### config.mk
export PLATFORM = sky130hd
export DESIGN_NAME = ball_motion
export DESIGN_NICKNAME = d
export VERILOG_FILES = /design/src/rtl/billiard_pkg.sv /design/src/rtl/ball_step.sv /design/src/rtl/ball_motion.sv
export SDC_FILE = /design/constraint.sdc
export NUM_CORES = 2
export LEC_CHECK = 0
export BUFFER_PORTS_ARGS = -buffer_cell sky130_fd_sc_hd__buf_2
export CAP_MARGIN = 20
export CORE_AREA = 2 2 689 691
export DETAILED_ROUTE_END_ITERATION = 10
export DIE_AREA = 0 0 691 693
export GPL_TIMING_DRIVEN = 1
export PLACE_DENSITY = 0.3
export SYNTH_ARGS = -nofsm -noshare
export SYNTH_HDL_FRONTEND = slang
export SYNTH_HIERARCHICAL = 1
export SYNTH_SLANG_ARGS = --single-unit
### constraint.sdc
create_clock -name clk -period 11 [get_ports clk]
set_input_delay 2.2 -clock clk [delete_from_list [all_inputs] [get_ports clk]]
set_output_delay 2.2 -clock clk [all_outputs]
set_load 0.005 [all_outputs]
### src/rtl/billiard_pkg.sv
// Shared constants, FSM states and rack layout for the billiard ball engine.
// Positions are top-left pixel coordinates with FRAC_BITS of sub-pixel precision.
package billiard_pkg;

    localparam int NUM_BALLS   = 11;
    localparam int FRAC_BITS   = 6;
    localparam int FRICTION    = 1;
    localparam int X_MIN       = 32;
    localparam int X_MAX       = 608;
    localparam int Y_MIN       = 32;
    localparam int Y_MAX       = 448;
    localparam int CUE_SPAWN_X = 160;
    localparam int CUE_SPAWN_Y = 232;

    typedef enum logic [1:0] {
        IDLE,
        SWEEP,
        DONE
    } state_t;

    // Cue ball at the spawn point, object balls in a four-column triangle.
    function automatic logic [10:0] rack_x(input int i);
        case (i)
            1:        return 11'd440;
            2, 3:     return 11'd458;
            4, 5, 6:  return 11'd476;
            7, 8, 9,
            10:       return 11'd494;
            default:  return 11'(CUE_SPAWN_X);
        endcase
    endfunction

    function automatic logic [10:0] rack_y(input int i);
        case (i)
            1, 5:     return 11'd232;
            2:        return 11'd223;
            3:        return 11'd241;
            4:        return 11'd214;
            6:        return 11'd250;
            7:        return 11'd205;
            8:        return 11'd223;
            9:        return 11'd241;
            10:       return 11'd259;
            default:  return 11'(CUE_SPAWN_Y);
        endcase
    endfunction

endpackage

### src/rtl/ball_step.sv
// One-ball combinational update: move, reflect off the cushions, then apply
// friction. Shared by every ball through the sweep index in ball_motion.
module ball_step #(
    parameter int FRAC_BITS = billiard_pkg::FRAC_BITS,
    parameter int FRICTION  = billiard_pkg::FRICTION,
    parameter int X_MIN     = billiard_pkg::X_MIN,
    parameter int X_MAX     = billiard_pkg::X_MAX,
    parameter int Y_MIN     = billiard_pkg::Y_MIN,
    parameter int Y_MAX     = billiard_pkg::Y_MAX
) (
    input  logic [10+FRAC_BITS:0] pos_x,
    input  logic [10+FRAC_BITS:0] pos_y,
    input  logic signed [31:0]    vel_x,
    input  logic signed [31:0]    vel_y,
    output logic [10+FRAC_BITS:0] next_pos_x,
    output logic [10+FRAC_BITS:0] next_pos_y,
    output logic signed [31:0]    next_vel_x,
    output logic signed [31:0]    next_vel_y
);

    localparam int PW = 11 + FRAC_BITS;
    localparam logic [PW-1:0] XLO = PW'(X_MIN << FRAC_BITS);
    localparam logic [PW-1:0] XHI = PW'(X_MAX << FRAC_BITS);
    localparam logic [PW-1:0] YLO = PW'(Y_MIN << FRAC_BITS);
    localparam logic [PW-1:0] YHI = PW'(Y_MAX << FRAC_BITS);

    function automatic logic signed [31:0] drag(input logic signed [31:0] v);
        if (v > FRICTION) return v - FRICTION;
        if (v < -FRICTION) return v + FRICTION;
        return '0;
    endfunction

    // 33-bit signed sum so a large velocity can never wrap the position.
    function automatic logic [PW+31:0] axis(
        input logic [PW-1:0]     p,
        input logic signed [31:0] v,
        input logic [PW-1:0]     lo,
        input logic [PW-1:0]     hi
    );
        logic signed [32:0] sum;
        logic [PW-1:0]      np;
        logic signed [31:0] nv;
        sum = $signed(33'(p)) + 33'(v);
        if (sum < $signed(33'(lo))) begin
            np = lo;
            nv = (v < 0) ? -v : v;
        end else if (sum > $signed(33'(hi))) begin
            np = hi;
            nv = (v > 0) ? -v : v;
        end else begin
            np = sum[PW-1:0];
            nv = v;
        end
        return {np, drag(nv)};
    endfunction

    always_comb begin
        {next_pos_x, next_vel_x} = axis(pos_x, vel_x, XLO, XHI);
        {next_pos_y, next_vel_y} = axis(pos_y, vel_y, YLO, YHI);
    end

endmodule

### src/rtl/ball_motion.sv
// Per-frame ball physics: sweeps every ball once per startOfFrame through a
// single shared ball_step, and handles collisions, potting, respawn and shots.
module ball_motion
    import billiard_pkg::*;
#(
    parameter int NUM_BALLS   = billiard_pkg::NUM_BALLS,
    parameter int FRAC_BITS   = billiard_pkg::FRAC_BITS,
    parameter int FRICTION    = billiard_pkg::FRICTION,
    parameter int X_MIN       = billiard_pkg::X_MIN,
    parameter int X_MAX       = billiard_pkg::X_MAX,
    parameter int Y_MIN       = billiard_pkg::Y_MIN,
    parameter int Y_MAX       = billiard_pkg::Y_MAX,
    parameter int CUE_SPAWN_X = billiard_pkg::CUE_SPAWN_X,
    parameter int CUE_SPAWN_Y = billiard_pkg::CUE_SPAWN_Y
) (
    input  logic                            clk,
    input  logic                            reset,
    input  logic                            startOfFrame,
    input  logic [NUM_BALLS-1:0]            collisions,
    input  logic signed [31:0]              newVelocitiesX [NUM_BALLS],
    input  logic signed [31:0]              newVelocitiesY [NUM_BALLS],
    input  logic [NUM_BALLS-1:0]            ball_scored,
    input  logic                            shot_valid,
    input  logic signed [31:0]              shot_velX,
    input  logic signed [31:0]              shot_velY,
    output logic signed [31:0]              velocitiesX [NUM_BALLS],
    output logic signed [31:0]              velocitiesY [NUM_BALLS],
    output logic [0:NUM_BALLS-1][10:0]      topLeftXs,
    output logic [0:NUM_BALLS-1][10:0]      topLeftYs,
    output logic [NUM_BALLS-1:0]            ball_active,
    output logic                            busy,
    output logic                            shot_ack
);

    localparam int PW = 11 + FRAC_BITS;
    localparam int IW = $clog2(NUM_BALLS);
    localparam logic [IW-1:0] LAST = IW'(NUM_BALLS - 1);

    state_t          state;
    state_t          state_next;
    logic [IW-1:0]   idx;
    logic [PW-1:0]   pos_x [NUM_BALLS];
    logic [PW-1:0]   pos_y [NUM_BALLS];
    logic [PW-1:0]   step_px;
    logic [PW-1:0]   step_py;
    logic signed [31:0] step_vx;
    logic signed [31:0] step_vy;
    logic            all_zero;
    logic            all_still;
    logic            step_en;
    logic            shot_take;
    logic            respawn;

    always_ff @(posedge clk) begin
        if (reset) state <= IDLE;
        else       state <= state_next;
    end

    always_comb begin
        state_next = state;
        unique case (state)
            IDLE:    if (startOfFrame) state_next = SWEEP;
            SWEEP:   if (idx == LAST) state_next = DONE;
            DONE:    state_next = IDLE;
            default: state_next = IDLE;
        endcase
    end

    always_comb begin
        step_en   = (state == SWEEP) && ball_active[idx];
        shot_take = (state == IDLE) && shot_valid && all_zero
                    && ball_active[0];
        respawn   = (state == IDLE) && !ball_active[0] && all_still;
    end

    // all_zero gates shots; all_still (active balls only) gates respawn.
    always_comb begin
        all_zero  = 1'b1;
        all_still = 1'b1;
        for (int i = 0; i < NUM_BALLS; i++) begin
            if (velocitiesX[i] != 0 || velocitiesY[i] != 0) begin
                all_zero = 1'b0;
                if (ball_active[i]) all_still = 1'b0;
            end
        end
    end

    ball_step #(
        .FRAC_BITS (FRAC_BITS),
        .FRICTION  (FRICTION),
        .X_MIN     (X_MIN),
        .X_MAX     (X_MAX),
        .Y_MIN     (Y_MIN),
        .Y_MAX     (Y_MAX)
    ) u_step (
        .pos_x      (pos_x[idx]),
        .pos_y      (pos_y[idx]),
        .vel_x      (velocitiesX[idx]),
        .vel_y      (velocitiesY[idx]),
        .next_pos_x (step_px),
        .next_pos_y (step_py),
        .next_vel_x (step_vx),
        .next_vel_y (step_vy)
    );

    always_ff @(posedge clk) begin
        if (reset) begin
            idx         <= '0;
            busy        <= 1'b0;
            shot_ack    <= 1'b0;
            ball_active <= '1;
            for (int i = 0; i < NUM_BALLS; i++) begin
                pos_x[i]       <= PW'({rack_x(i), {FRAC_BITS{1'b0}}});
                pos_y[i]       <= PW'({rack_y(i), {FRAC_BITS{1'b0}}});
                velocitiesX[i] <= '0;
                velocitiesY[i] <= '0;
            end
        end else begin
            idx      <= (state == SWEEP && idx != LAST) ? idx + 1'b1 : '0;
            busy     <= (state_next != IDLE);
            shot_ack <= shot_take;
            for (int i = 0; i < NUM_BALLS; i++) begin
                if (step_en && idx == IW'(i)) begin
                    pos_x[i]       <= step_px;
                    pos_y[i]       <= step_py;
                    velocitiesX[i] <= step_vx;
                    velocitiesY[i] <= step_vy;
                end
                if (collisions[i]) begin
                    velocitiesX[i] <= newVelocitiesX[i];
                    velocitiesY[i] <= newVelocitiesY[i];
                end
            end
            if (shot_take) begin
                velocitiesX[0] <= shot_velX;
                velocitiesY[0] <= shot_velY;
            end
            if (respawn) begin
                ball_active[0] <= 1'b1;
                pos_x[0]       <= PW'(CUE_SPAWN_X << FRAC_BITS);
                pos_y[0]       <= PW'(CUE_SPAWN_Y << FRAC_BITS);
                velocitiesX[0] <= '0;
                velocitiesY[0] <= '0;
            end
            // Potting overrides everything else touching the ball this cycle.
            for (int i = 0; i < NUM_BALLS; i++) begin
                if (ball_scored[i]) begin
                    ball_active[i] <= 1'b0;
                    velocitiesX[i] <= '0;
                    velocitiesY[i] <= '0;
                end
            end
        end
    end

    always_comb begin
        for (int i = 0; i < NUM_BALLS; i++) begin
            topLeftXs[i] = pos_x[i][PW-1:FRAC_BITS];
            topLeftYs[i] = pos_y[i][PW-1:FRAC_BITS];
        end
    end

endmodule

Word-level counts from Yosys, hierarchy flattened
Memory sizes are Yosys's and may differ from the RTL's. A register that Yosys moved wholly into a read port is not among the register bits.
Index checks and enable logic that the tools add are counted.
{"block": "totals", "latch_bits": 0, "regBits": 723, "elab_cells": 373, "mem_bits_rw": 374, "rom_bits": 0, "n_memories": 2, "output_inout_bits": 959, "inputBits": 794}
{"name": "pos_x", "depth": 11, "width": 17, "read_ports": 12, "rd_clocked_by_memory_dff": 1, "write_ports": 11, "line": "ball_motion.sv:42", "rtl": "logic [PW-1:0] pos_x [NUM_BALLS];"}
{"name": "pos_y", "depth": 11, "width": 17, "read_ports": 12, "rd_clocked_by_memory_dff": 1, "write_ports": 11, "line": "ball_motion.sv:43", "rtl": "logic [PW-1:0] pos_y [NUM_BALLS];"}
{"block": "op_classes", "magnitude_cmp": 14, "eq_ne": 12, "n_shift": 0, "bitwise": 26, "n_reduce_logical": 79, "div_mod_pow": 0, "n_mul": 0, "n_addsub": 9, "mux": 194}
{"operator": "$mux W32", "n": 66}
{"operator": "$reduce_bool A32 Y1", "n": 22}
{"operator": "$mux W17", "n": 28}
{"operator": "$bmux W32 S4", "n": 2}
{"operator": "$mux W11", "n": 12}
{"operator": "$lt A32 B1 Y1 const B", "n": 4}
{"operator": "$mux W1", "n": 80}
{"operator": "$add A18 B32 Y33", "n": 2}
{"operator": "$lt A33 B13 Y1 const B", "n": 2}
{"operator": "$add A32 B2 Y32 const B", "n": 2}
{"operator": "$gt A32 B1 Y1 const B", "n": 2}
{"operator": "$gt A32 B2 Y1 const B", "n": 2}
{"operator": "$neg A32 Y32", "n": 2}
{"operator": "$sub A32 B2 Y32 const B", "n": 2}
{"operator": "$gt A33 B16 Y1 const B", "n": 1}
{"operator": "$gt A33 B17 Y1 const B", "n": 1}
{"operator": "$or A1 B1 Y1", "n": 24}
{"operator": "$reduce_bool A2 Y1", "n": 12}
{"operator": "$reduce_or A2 Y1", "n": 11}
{"operator": "$logic_and A1 B1 Y1", "n": 18}
{"operator": "$eq A4 B3 Y1 const B", "n": 4}
{"operator": "$eq A4 B4 Y1 const B", "n": 3}
{"operator": "$logic_or A1 B1 Y1", "n": 11}
{"operator": "$eq A4 B2 Y1 const B", "n": 2}
{"operator": "17 further kinds", "n": 19}

Logic depth before layout (Yosys ltp)
{"block": "depth", "depth_word": 28, "depth_mapped": 45}

Hierarchy
Netlist, hierarchy kept.
{"module": "ball_motion", "cells_per_inst": 6162, "instances": 1, "area_each_um2": 59942.5}
{"module": "ball_step", "cells_per_inst": 1626, "instances": 1, "area_each_um2": 10521.3}

Least setup slack after synthesis
Ideal clock, no wire load.
{"block": "synth_timing", "path_kind": "flip-flop to flip-flop", "from": "reg idx[0]", "to": "reg velocitiesY[94] (netlist bit)", "stages_incl_launch_ff": 39, "required_ns": 10.884, "arrival_ns": 9.075, "path_slack_ns": 1.809, "setup_time_ns": 0.116, "synth_period_minus_slack_ns": 9.191, "path_buffers": 10, "path_cell_list": "dfxtp_1 > buf_2 > buf_1 > buf_1 > mux4_2 > nand2_1 > o21ai_0 > ha_1 > fa_1 > a21o_1 > a221o_2 > and3_1 > nor2_4 > mux2i_1 > a2111oi_0 > and4_1 > and3_1 > buf_4 > [... 3 more ...] > buf_2 > clkbuf_1 > clkbuf_1 > nand2_1 > and2_1 > inv_1 > ha_1 > nor4b_1 > o22ai_1 > o21ai_0 > nand4b_1 > or3_1 > buf_2 > nor4_2 > mux2_2 > clkbuf_1 > mux2_2 > o211a_1"}
{"block": "synth_between", "elab_chain_cells": 15}
{"item": "start, declared", "line": "ball_motion.sv:41", "rtl": "logic [IW-1:0] idx;"}
{"item": "start signal, assigned", "line": "ball_motion.sv:119", "rtl": "idx <= (state == SWEEP && idx != LAST) ? idx + 1'b1 : '0;"}
{"item": "$not A4 Y5 (not written as such) (*)", "line": "ball_motion.sv:99", "rtl": ".vel_y (velocitiesY[idx]),"}
{"item": "$bmux W32 S4 (*)", "line": "ball_motion.sv:99"}
{"item": "$mux W32 (not written as such) (*) (2 in a row)", "line": "ball_motion.sv:99"}
{"item": "$add A18 B32 Y33, or another cell as far along", "line": "ball_step.sv:43", "rtl": "sum = $signed(33'(p)) + 33'(v);"}
{"item": "$gt A33 B16 Y1 / $mux W32 (equally long branches)", "line": "ball_step.sv:47, ball_step.sv:49"}
{"item": "$mux W32", "line": "ball_step.sv:47", "rtl": "end else if (sum > $signed(33'(hi))) begin"}
{"item": "$mux W32 (*)", "line": "ball_step.sv:44", "rtl": "if (sum < $signed(33'(lo))) begin"}
{"item": "$sub A32 B2 Y32 / $lt A32 B1 Y1 (equally long branches)", "line": "ball_step.sv:28, ball_step.sv:29"}
{"item": "$mux W32 / $mux W1 (equally long branches)", "line": "ball_step.sv:28, ball_step.sv:29"}
{"item": "$mux W32 / $mux W1 (equally long branches)", "line": "ball_step.sv:29", "rtl": "if (v < -FRICTION) return v + FRICTION;"}
{"item": "$mux W32", "line": "ball_step.sv:30", "rtl": "return '0;"}
{"item": "$mux W32 (*)", "line": "ball_step.sv:29"}
{"item": "named net step_vy[30]", "line": "ball_motion.sv:47", "rtl": "logic signed [31:0] step_vy;"}
{"item": "$mux W32 (*)", "line": "ball_motion.sv:123", "rtl": "if (step_en && idx == IW'(i)) begin"}
{"item": "$mux W32 (*)", "line": "ball_motion.sv:129", "rtl": "if (collisions[i]) begin"}
{"item": "end signal, assigned by index", "line": "ball_motion.sv:127", "rtl": "velocitiesY[i] <= step_vy;"}
{"item": "end signal, assigned by index", "line": "ball_motion.sv:131", "rtl": "velocitiesY[i] <= newVelocitiesY[i];"}
{"item": "end, declared", "line": "ball_motion.sv:27", "rtl": "output logic signed [31:0] velocitiesY [NUM_BALLS],"}
Mark *: on every way through the listed nets, which the timed path passes. The rest lies on a longest branch. The select of a mux whose other input is x is not followed.
A chain may end at the register's enable or synchronous reset.

Worst setup path in the final report
{"block": "layout_timing", "from": "reg idx[1]", "to": "reg velocitiesX[347] (netlist bit)"}
{"block": "layout_between", "elab_chain_cells": 16}
{"item": "$not A4 Y5 (not written as such) (*)", "line": "ball_motion.sv:98", "rtl": ".vel_x (velocitiesX[idx]),"}
{"item": "$bmux W32 S4 (*)", "line": "ball_motion.sv:98"}
{"item": "$mux W32 (not written as such) (*) (2 in a row)", "line": "ball_motion.sv:98"}
{"item": "$add A18 B32 Y33, or another cell as far along", "line": "ball_step.sv:43"}
{"item": "$gt A33 B17 Y1 / $mux W32 (equally long branches)", "line": "ball_step.sv:47, ball_step.sv:49"}
{"item": "$mux W32", "line": "ball_step.sv:47"}
{"item": "$mux W32 (*)", "line": "ball_step.sv:44"}
{"item": "$sub A32 B2 Y32 / $lt A32 B1 Y1 (equally long branches)", "line": "ball_step.sv:28, ball_step.sv:29"}
{"item": "$mux W32 / $mux W1 (equally long branches)", "line": "ball_step.sv:28, ball_step.sv:29"}
{"item": "$mux W32 / $mux W1 (equally long branches)", "line": "ball_step.sv:29"}
{"item": "$mux W32", "line": "ball_step.sv:30"}
{"item": "$mux W32 (*)", "line": "ball_step.sv:29"}
{"item": "named net step_vx[27]", "line": "ball_motion.sv:46", "rtl": "logic signed [31:0] step_vx;"}
{"item": "$mux W32 (*)", "line": "ball_motion.sv:123"}
{"item": "$mux W32 (*)", "line": "ball_motion.sv:129"}
{"item": "$mux W32 (*)", "line": "ball_motion.sv:134", "rtl": "if (shot_take) begin"}
{"item": "end signal, assigned by index", "line": "ball_motion.sv:126", "rtl": "velocitiesX[i] <= step_vx;"}
{"item": "end signal, assigned by index", "line": "ball_motion.sv:130", "rtl": "velocitiesX[i] <= newVelocitiesX[i];"}
{"item": "end, declared", "line": "ball_motion.sv:26", "rtl": "output logic signed [31:0] velocitiesX [NUM_BALLS],"}
Marked as above.

==> impl_results.md <==
- Vias/cell: between 4 and 5
- Top cells by area, synth: dfxtp_1 21%, edfxtp_1 16%, mux2i_1 8.5%
- Dpl ws: 0.782 ns
- PortBufs: around 1800
- Slowest CP cell: o21ai_0
- Most instantiated cells after synthesis: 984 x nand2_1, 765 x nor2_1, 723 x dfxtp_1, 595 x mux2i_1, 474 x a21oi_1
- Routed wire per std cell: a little over 40 um
- Relative slew margins: between 10% and 20%
- Die Ht: 693 um
- Postcts setup bufs: 0
- FMAX: 97.6 MHz
- Tmin final: 10.25 ns
- First-pass GRT wire length: around 800000 um
- Post-CTS resize count: 0
- CP Launch Type: flop
- Synth Flop Type: dfxtp_1
- DR DRC count: 0
- Crit share post-route: approximately 93%
- Fin. Hold Viols: 0
- Seq cells post-synth: between 1000 and 1500
- HPWL Detailed: ~520000 um
- DR vias: ~73000
- Worst hold slack: between 0.5 and 0.6 ns
- Status: finished clean
- Peak VDD IR: roughly 110 uV
- Crit path kind: flop to flop
- Max-cap viol count: 0
- Initial Util: between 10% and 20%
- Internal: between 9000 and 10000 uW
- Share of layout cells above drive strength 1: 33.5%
- Hold Path Class: flop to flop
- Clock tree root buffer cell: clkbuf_16
- Synth Warn #: 6
- Core region area: roughly 0.47 mm2
- Post-route setup slack: between 0.7 and 0.8 ns
- Post-DRT Antenna Nets: 0
- Synthesized area per cell: 9.05 um2
- Top cell family by delay on the critical path: compound AO/OA/AOI/OAI gates
- Total power divided by cell area: between 150 and 200 mW/mm2
- Critical Path RT: about 12 ns
- Gpl congestion: between 0.9 and 1
- Antenna violations before repair: ~270
- Nets: roughly 10000
- Area leader, netlist: dfxtp_1
- Ports: 1753
- Worst Path Buf+Inv: 6
- H-tree Lvls: 4
- Crit end category: flop
- Post-synth top area share: 20.5%
- Post-Route WL: approximately 640000 um
- Row cnt: roughly 250
- CTS tree: done
- Switching power: ~6800 uW
- Count leader, synth: nand2_1
- M1 GR Usage: 31.5%
- Net Sw Frac: between 40 and 50%
- Max Slew Vio Count: 0
- Critical path fanouts, max: 33
- Gr usage total: 25.6%
- Worst Tran Pin Value: 1.29 ns
- Gr ovfl total: 0
- Most Crowded Layer GR: met2
- Slowest stage delay, CP: 0.91 ns
- Sequential share of power: approximately 29%
- Post-synth ARST share: 0%
- Skew final: between 0.05 and 0.06 ns
- Mapped Cells: between 7000 and 8000
- Clk pin slew, worst setup/hold paths: around 0.060 ns
- Final Cell Area: just over 0.09 mm2
- Die Width: between 600 and 700 um
- Setup-failing EPs final: 0
- Clk buf depth: 4
- Pre-antenna DRT Iters: 6
- P&R area growth vs syn: 30.6%
- Pin count of the biggest net entering global routing: 70
- Clock network fraction of total power: 34.5%
- Met3 Usage GRT: under 10%
- Worst-Skew Late Latency: ~0.93 ns
- Placed cell area: roughly 0.086 mm2
- RSZ-0062 raised after global routing: false
- Die area: 0.479 mm2
- Drt first-iter violations: ~7400
- Leakage power: between 0.03 and 0.04 uW
- CTS sink cnt: ~1100
- Number of global-route vias before repair: between 70000 and 80000
- TritonCTS Buffers: roughly 160
- Sequential cell area fraction in the yosys report: 36.5%
- M2 GR Usage: roughly 43%
- Crit path arrival time: between 10 and 15 ns
- Hold buffer count at CTS: 0
- Comb power frac: between 30 and 40%
- Synth Cell Area: 0.0705 mm2
- Total negative slack: 0 ns
- Library cells used by synthesis: ~120
- Number of synthesized flops with an enable pin: roughly 370
==> worst paths after layout <==
path / cells past startpoint / startpoint / slack (ns) / to
setup / recovery: 32 / idx[1] / 0.75 / velocitiesX[347]
hold / removal: 2 / ball_active[2] / 0.53 / ball_active[2]
setup reg to reg: 32 / idx[1] / 0.75 / velocitiesX[347]
hold reg to reg: 2 / ball_active[2] / 0.53 / ball_active[2]
==> power by group through the flow <==
stage               Sequential [uW]  Clock, uW  Combinational, uW
floorplan                      4520          0               2260
global placement               4650          0               5730
detailed placement             4660          0               5770
CTS                            4570       5620               5780
global route                   4580       5730               5990
finish                         4570       5480               5830
==> area by class of cell <==
class	instances	area, um2
repair buffers	2131	12100
clock buffers	235	4610
diodes	156	390
flip-flops and latches	1097	25700
clock inverters	48	629
multi-input cells	5688	40500
inverters	77	292
well taps	6247	7820
fillers	52871	380000
==> sequential cells by signal, indices dropped and copies added (netlist names) <==
signal and flops:
ball_active 11, busy 1, idx 4, pos_x 187, pos_y 187, shot_ack 1, state 2, velocitiesX 352
velocitiesY 352
==> kinds of logic after synthesis <==
logic type               count (synthesis)  synth area share (%)
AO/OA/AOI/OAI                         1466                  13.4
XOR/XNOR                               162                  2.03
adder cells (fa/ha/maj)                 50                 0.909
buffers and inverters                 1005                  7.43
flip-flops                            1097                  36.5
multiplexers                          1118                  20.0
other                                    1               0.00532
AND/OR/NAND/NOR                       2889                  19.8
==> per-layer routing <==
layer  up-vias  wire length, um
met4        86            34300
met2      3499           305000
met3       858            38500
li1      30823                -
met5         -              546
met1     38117           263000
==> layout by cell type, fill, tap and decap left out, drive strengths merged, types with 48 or more instances in the layout <==
cell / count
a21oi: 476
and2: 64
buf: 2131
clkbuf: 235
dfxtp: 723
diode: 156
edfxtp: 374
ha: 48
inv: 81
mux2: 325
mux2i: 595
mux4: 198
nand2: 984
nand2b: 249
nand3: 68
nand4: 93
nor2: 767
nor2b: 140
nor3: 93
nor4: 221
o211a: 193
o211ai: 58
o21ai: 434
o22ai: 48
or3: 54
xnor2: 100
xor2: 62
==> worst min-delay path: stages (launching register included) <==
cell	delay, ns
dfxtp_1	0.32
inv_1	0.09
o21bai_1	0.07
==> stage by stage <==
stage               power [uW]  util [%]  cells
floorplan                 6780         -   7790
finish                   15900      19.5  15679
CTS                      16000      19.4  15521
global route             16300      19.4  15578
detailed placement       10400      18.3  15238
global placement         10400      18.3  15228
Note: power is estimated with default switching activity, not from simulation.
